**src/rtl/pipelined_alu.sv**
```systemverilog
`timescale 1ns/1ps
// Clocked ALU with valid/ready operand handshake, registered result and flags,
// and a multi-cycle shift-add multiplier returning the full 2*WIDTH-bit product.
module pipelined_alu #(
  parameter int WIDTH = 8
) (
  input  logic             clk,
  input  logic             reset,
  input  logic             in_valid,
  output logic             in_ready,
  input  logic [WIDTH-1:0] a,
  input  logic [WIDTH-1:0] b,
  input  logic [2:0]       op,
  output logic             out_valid,
  output logic [WIDTH-1:0] result,
  output logic [WIDTH-1:0] result_hi,
  output logic             carry,
  output logic             overflow,
  output logic             zero,
  output logic             busy
);

  localparam int CNT_W = $clog2(WIDTH + 1);
  localparam int MSB   = WIDTH - 1;
  localparam logic [WIDTH-1:0] MIN_VAL = {1'b1, {(WIDTH-1){1'b0}}};

  typedef enum logic [2:0] {
    OP_NEG_A = 3'b000,
    OP_NEG_B = 3'b001,
    OP_ADD   = 3'b010,
    OP_SUB   = 3'b011,
    OP_AND   = 3'b100,
    OP_OR    = 3'b101,
    OP_MUL   = 3'b110,
    OP_XOR   = 3'b111
  } op_e;

  typedef enum logic [0:0] {
    ST_IDLE,
    ST_MUL
  } state_e;

  state_e             state_q,     state_d;
  logic [CNT_W-1:0]   cnt_q,       cnt_d;
  logic [2*WIDTH-1:0] mcand_q,     mcand_d;
  logic [WIDTH-1:0]   mplier_q,    mplier_d;
  logic [2*WIDTH-1:0] acc_q,       acc_d;
  logic [WIDTH-1:0]   result_q,    result_d;
  logic [WIDTH-1:0]   result_hi_q, result_hi_d;
  logic               carry_q,     carry_d;
  logic               overflow_q,  overflow_d;
  logic               zero_q,      zero_d;
  logic               out_valid_q, out_valid_d;

  logic               accept;
  logic [WIDTH:0]     add_ext;
  logic [WIDTH:0]     sub_ext;
  logic [2*WIDTH-1:0] partial;
  logic [WIDTH-1:0]   alu_res;
  logic               alu_carry;
  logic               alu_ovf;

  assign accept  = in_valid && (state_q == ST_IDLE);
  assign add_ext = {1'b0, a} + {1'b0, b};
  assign sub_ext = {1'b0, a} - {1'b0, b};
  assign partial = acc_q + (mplier_q[0] ? mcand_q : '0);

  // Single-cycle operations; the carry column of sub_ext is the borrow.
  always_comb begin
    // NOTE: every output of a combinational block gets a default first so no path can infer a latch.
    alu_res   = '0;
    alu_carry = 1'b0;
    alu_ovf   = 1'b0;
    unique case (op_e'(op))
      OP_NEG_A: begin
        alu_res = ~a + 1'b1;
        alu_ovf = (a == MIN_VAL);
      end
      OP_NEG_B: begin
        alu_res = ~b + 1'b1;
        alu_ovf = (b == MIN_VAL);
      end
      OP_ADD: begin
        alu_res   = add_ext[MSB:0];
        alu_carry = add_ext[WIDTH];
        alu_ovf   = (a[MSB] == b[MSB]) && (add_ext[MSB] != a[MSB]);
      end
      OP_SUB: begin
        alu_res   = sub_ext[MSB:0];
        alu_carry = ~sub_ext[WIDTH];
        alu_ovf   = (a[MSB] != b[MSB]) && (sub_ext[MSB] != a[MSB]);
      end
      OP_AND:  alu_res = a & b;
      OP_OR:   alu_res = a | b;
      OP_XOR:  alu_res = a ^ b;
      default: alu_res = '0;
    endcase
  end

  always_comb begin
    state_d     = state_q;
    cnt_d       = cnt_q;
    mcand_d     = mcand_q;
    mplier_d    = mplier_q;
    acc_d       = acc_q;
    result_d    = result_q;
    result_hi_d = result_hi_q;
    carry_d     = carry_q;
    overflow_d  = overflow_q;
    zero_d      = zero_q;
    out_valid_d = 1'b0;

    unique case (state_q)
      ST_IDLE: begin
        if (accept) begin
          if (op == OP_MUL) begin
            state_d  = ST_MUL;
            acc_d    = '0;
            mcand_d  = {{WIDTH{1'b0}}, a};
            mplier_d = b;
            cnt_d    = CNT_W'(WIDTH);
          end else begin
            out_valid_d = 1'b1;
            result_d    = alu_res;
            result_hi_d = '0;
            carry_d     = alu_carry;
            overflow_d  = alu_ovf;
            zero_d      = (alu_res == '0);
          end
        end
      end
      ST_MUL: begin
        acc_d    = partial;
        mcand_d  = mcand_q << 1;
        mplier_d = mplier_q >> 1;
        cnt_d    = cnt_q - 1'b1;
        // The last partial sum goes straight to the outputs instead of through acc_q.
        if (cnt_q == CNT_W'(1)) begin
          state_d     = ST_IDLE;
          out_valid_d = 1'b1;
          result_d    = partial[WIDTH-1:0];
          result_hi_d = partial[2*WIDTH-1:WIDTH];
          carry_d     = |partial[2*WIDTH-1:WIDTH];
          overflow_d  = 1'b0;
          zero_d      = (partial == '0);
        end
      end
      default: state_d = ST_IDLE;
    endcase
  end

  always_ff @(posedge clk) begin
    // NOTE: sequential state uses non-blocking assignments so all registers update together at the edge.
    if (reset) begin
      state_q     <= ST_IDLE;
      cnt_q       <= '0;
      mcand_q     <= '0;
      mplier_q    <= '0;
      acc_q       <= '0;
      result_q    <= '0;
      result_hi_q <= '0;
      carry_q     <= 1'b0;
      overflow_q  <= 1'b0;
      zero_q      <= 1'b0;
      out_valid_q <= 1'b0;
    end else begin
      state_q     <= state_d;
      cnt_q       <= cnt_d;
      mcand_q     <= mcand_d;
      mplier_q    <= mplier_d;
      acc_q       <= acc_d;
      result_q    <= result_d;
      result_hi_q <= result_hi_d;
      carry_q     <= carry_d;
      overflow_q  <= overflow_d;
      zero_q      <= zero_d;
      out_valid_q <= out_valid_d;
    end
  end

  assign in_ready  = (state_q == ST_IDLE);
  assign busy      = (state_q == ST_MUL);
  assign out_valid = out_valid_q;
  assign result    = result_q;
  assign result_hi = result_hi_q;
  assign carry     = carry_q;
  assign overflow  = overflow_q;
  assign zero      = zero_q;

endmodule

```
**config.mk**
```make
export PLATFORM = sky130hd
export DESIGN_NAME = pipelined_alu
export DESIGN_NICKNAME = d
export VERILOG_FILES = /design/src/rtl/pipelined_alu.sv
export SDC_FILE = /design/constraint.sdc
export NUM_CORES = 1
export LEC_CHECK = 0
export ABC_AREA = 1
export CAP_MARGIN = 20
export CORE_ASPECT_RATIO = 0.5
export CORE_MARGIN = 2
export CORE_UTILIZATION = 61
export CTS_BUF_LIST = sky130_fd_sc_hd__clkbuf_4
export CTS_CLUSTER_DIAMETER = 80
export DETAILED_ROUTE_END_ITERATION = 8
export GPL_TIMING_DRIVEN = 0
export PLACE_DENSITY = 0.83
export SETUP_SLACK_MARGIN = 0.3
export SYNTH_ARGS = -nofsm -noshare
export SYNTH_HDL_FRONTEND = slang
export SYNTH_SLANG_ARGS = --single-unit
```
**constraint.sdc**
```tcl
create_clock -name clk -period 3.4 [get_ports clk]
set_input_delay 0.68 -clock clk [delete_from_list [all_inputs] [get_ports clk]]
set_output_delay 0.68 -clock clk [all_outputs]
set_load 0.02 [all_outputs]
```
# Word level (Yosys, flattened, before mapping)
# Cells that the tools add are included.
op_classes:
  n_eq_ne: 18
  muxes: 44
  bitwise_logic: 7
  reduce_logical: 9
  add_sub_neg: 6
op_table:
  columns: ["op", "count"]
  rows:
  - ["$mux 16", 5]
  - ["$mux 8", 8]
  - ["$pmux 16 s2", 2]
  - ["$pmux 8 s7", 1]
  - ["$pmux 8 s2", 3]
  - ["$add 16x16->16", 1]
  - ["$add 8x1->8 const B", 2]
  - ["$eq 8x8->1 const B", 2]
  - ["$logic_not 16->1", 1]
  - ["$not 8->8", 2]
  - ["$mux 1", 15]
  - ["$eq 3x3->1 const B", 4]
  - ["$pmux 1 s2", 6]
  - ["$add 8x8->9", 1]
  - ["$sub 8x8->9", 1]
  - ["$and 8x8->8", 1]
  - ["$logic_not 8->1", 1]
  - ["$mux 4", 2]
  - ["$or 8x8->8", 1]
  - ["$pmux 4 s2", 1]
  - ["$reduce_or 8->1", 1]
  - ["$xor 8x8->8", 1]
  - ["$eq 3x2->1 const B", 2]
  - ["$ne 2x1->1 const B", 3]
  - ["other kinds (12)", 17]
totals:
  wordCells: 95
  ff_bits: 65
  out_inout_bits: 22
  in_bits: 22

# Depth between registers and ports, before layout
logic_depth:
  ltp_word: 7
  ltp_mapped: 20
  mapped_depth_nobuf: 18

# Worst setup path after synthesis
# Ideal clock, no wire load.
synth_timing:
  kind: "reg2reg"
  startpoint: "register mplier_q[0]"
  endpoint: "register carry_q (netlist: carry)"
  synth_period_minus_slack_ps: 2398
  path_slack_ps: 1002
  path_stages_with_launch: 19
  required_time_ps: 3268
  arrival_time_ps: 2266
  n_path_buf: 2
  cell_sequence: "dfxtp_1 -> clkbuf_1 -> clkbuf_1 -> nand2_1 -> inv_1 -> ha_1 -> fa_1 -> nand3_1 -> nand3_1 -> nand2_1 -> nand2_1 -> nand2_1 -> nand3_1 -> nand2_1 -> nand2_1 -> nor2_1 -> nand3_1 -> nand2_1 -> a21oi_1"
synth_via:
  elab_chain_cells: 5
synth_rtl:
  columns: ["item", "line_no", "text"]
  rows:
  - ["start: declaration", "46", "logic [WIDTH-1:0] mplier_q, mplier_d;"]
  - ["start signal: assignment", "170", "mplier_q <= mplier_d;"]
  - ["$mux 16", "66", "assign partial = acc_q + (mplier_q[0] ? mcand_q : '0);"]
  - ["$add 16x16->16", "66", null]
  - ["$reduce_or 8->1", "143", "carry_d = |partial[2*WIDTH-1:WIDTH];"]
  - ["$mux 1", "138", "if (cnt_q == CNT_W'(1)) begin"]
  - ["$pmux 1 s2", "113", "unique case (state_q)"]
  - ["end signal: assignment", "174", "carry_q <= carry_d;"]
  - ["end: declaration", "50", "logic carry_q, carry_d;"]
# Every way passes these cells. The select of a mux whose other input is x is not followed.
# A chain may end at the register's enable or synchronous reset.

# Worst setup path in the final report
layout_timing:
  startpoint: "register state_q (netlist: busy)"
  endpoint: "output in_ready"
layout_via:
  elab_chain_cells: 1
layout_rtl:
  columns: ["item", "line_no", "text"]
  rows:
  - ["start: declaration", "43", "state_e state_q, state_d;"]
  - ["start signal: assignment", "167", "state_q <= state_d;"]
  - ["$not 1->1", null, null]
  - ["end: declaration", "10", "output logic in_ready,"]
# Every way passes these cells.

==> flow_summary.ini <==
[timing]
fin_skew_ns = 0.0134
min_period_ns = 2.90
tightest_slew_ns = 0.690
max-slew-margin-rel = 0.540
max_freq_ghz = 0.345
setup_viol = 0
hold_slack_ns = 0.470
slew_viol_final = 0
tns_ns = 0
period_share = 0.853
rsz0062_at_grt = false
finalHoldViolCount = 0

[synth]
synth_area_sq_um = 5200
postSynthAreaPerCell_sq_um = 6.06
netlist-cell-type-count = 36
yosys_warnings = 0
synthesis.nets = 926
synth.area.top_cells = dfxtp_1 25%, nand2_1 21%, ha_1 10%
postSynthCellCount = 858
synth_top_area_frac = 0.250
yosysTopAreaCell = dfxtp_1
ys_seq_elements = 65
yosysSeqAreaShare = 0.250

[run]
cap_violations = 0

[worst_hold_path]
hold_path.class = reg -> reg
whs_path_depth = 2

[die]
pin_count = 44
die_y_microns = 69.3
fp-row-count = 23
die_width_microns = 135
die_area_sq_um = 9330
initial_utilization = 0.639
core_sq_um = 8140

[place]
place_congestion = 1.00
dp.cells = 1012
dpl.hpwl_microns = 12200
io_buffer_count = 42

[setup_path]
worstSetupStartpointType = flip-flop
critPathMaxStageDelay_ns = 0.64
arrival_ns = 2.22
criticalPathCategory = reg -> out
worst-path-max-fanout = 10
cp_cell_sequence = clkbuf_1, inv_1, clkbuf_2, clkbuf_2, clkdlybuf4s50_1
cp_common_cell = clkbuf_2
end_kind = primary output
crit_required_ns = 2.72
cp_slowest_cell = clkdlybuf4s50_1
r2r_cells = 18

[cells_and_area]
final_cells = 1028
drive_above_1_share = 0.0524
antenna_cells = 0
post-route-util = 0.728
nets = 979
area_growth_pct = 14.0

[grt]
grt_use_met2 = 0.543
grt_max_degree = 13
track_usage = 0.330
grt_use_met3 = 0.0694
busiest_layer = met2
grt_pass1_wl_microns = 24400
antenna_found_initial = 0
grt_pass1_vias = 5035
grt_remaining_overflow = 0
grt_use_met1 = 0.437

[power_and_ir_drop]
p_per_area_nw_per_um2 = 307
p_total_mw = 1.82
swShare = 0.326
pwr-share-comb = 0.237
p_int_mw = 1.23
clkPwrFrac = 0.327
switchingPower_uw = 594
ir_worst_vdd_uv = 203
p_leak_nw = 2.91
p_seq_frac = 0.436

[clocking]
clk_pin_slew_ns = 0.11
cts_max_level = 3
clock_latency_ns = 0.43
cts_tree = done
cts_sinks = 65
clockBufferDepth = 2
postCtsHoldBufs = 0
cts_buffers = 9
root_buffer = clkbuf_4

[drt]
routed_via_density = 5.55
wire_per_inst_microns = 15.1
dr.first_iter.drc_count = 498
dr.pass1.iters = 5
drc = 0
final_antenna_net_count = 0
vias = 5710
wl_microns = 15500

[outcome]
status = complete, no violations
[cells by family (layout without fill, tap and decap cells)]
kind of cell,count (synthesis),count (layout),synth area share
xor+xnor,12,12,0.0202
buf+inv,150,208,0.111
compound gates,127,127,0.133
simple gates,458,458,0.370
flops,65,65,0.250
fa+ha+maj,46,46,0.115
[per-stage QoR]
step                setup slack, ns  cell area, sq um
CTS                           0.337              5930
floorplan                      1.00              5200
global route                  0.305              5930
detailed placement            0.178              5760
global placement              0.210              5760
finish                        0.501              5930
[flip-flops by register name, summed over array words and instances, names as in the netlist]
name       cells
acc_q         16
busy           1
carry          1
cnt_q          4
mcand_q       16
mplier_q       8
out_valid      1
overflow       1
result         8
result_hi      8
zero           1
[cells in the final DEF (no fill, tap or decap), types with 5 or more instances in the layout]
master and instances:
a21oi_1 71, a22oi_1 9, a31oi_1 13, buf_2 7
clkbuf_1 17, clkbuf_4 9, clkdlybuf4s50_1 42, dfxtp_1 65
ha_1 43, inv_1 114, inv_2 5, nand2_1 286
nand3_1 64, nand4_1 11, nor2_1 70, nor3_1 5
o21ai_0 24, xnor2_1 5, xor2_1 7
[path summary, 6_finish.rpt]
path	startpoint	end	slack (ns)
worst max register to register	mplier_q[0]	carry	0.50
worst min register to register	carry	carry	0.47
worst max-delay path	busy	in_ready	0.50
worst min-delay path	carry	carry	0.47
[power groups by stage]
stage / Sequential [mW] / Combinational (mW) / Clock, mW
after floorplan: 0.824 / 0.254 / 0
after global placement: 0.810 / 0.416 / 0
after detailed placement: 0.810 / 0.421 / 0
after CTS: 0.792 / 0.424 / 0.598
after global routing: 0.795 / 0.474 / 0.643
final: 0.793 / 0.432 / 0.595
[repair_timing]
item	4_1_cts	5_1_grt
setup buffers	0	0
setup endpoints to repair	1	2
gates resized for setup	2	5
[Yosys cell counts, drive strengths merged]
library cell and n:
nor2 75, and2 4, clkbuf 21, a21oi 71, ha 43, xnor2 5, nand3 66, o31ai 1
o22ai 4, nand2 289, fa 3, nand4 11, dfxtp 65, clkinv 1, xor2 7, o211ai 2
nand3b 4, o21ai 26, inv 119, a31oi 13, or2 3, nor3 6, buf 9, a211oi 1
a22oi 9
[critical path, delay by kind of cell, from the launching register on]
family / cells / cell delay, ns
buffers and inverters: 5 / 1.48
flip-flops: 1 / 0.32
[routing by layer]
layer / routed length [microns] / part of all wire
met3: 1460 / 0.094
met5: 0 / 0
met4: 384 / 0.025
met1: 6640 / 0.43
met2: 6990 / 0.45
[final cells by class]
type	count	area (sq um)
Timing Repair Buffer	42	420
Inverter	120	450
Sequential cell	65	1300
Clock inverter	7	93.8
Clock buffer	9	67.6
Tap cell	112	140
Fill cell	718	2210
Multi-Input combinational cell	643	3320
Buffer	30	134
Power figures use the tool's default switching activity.
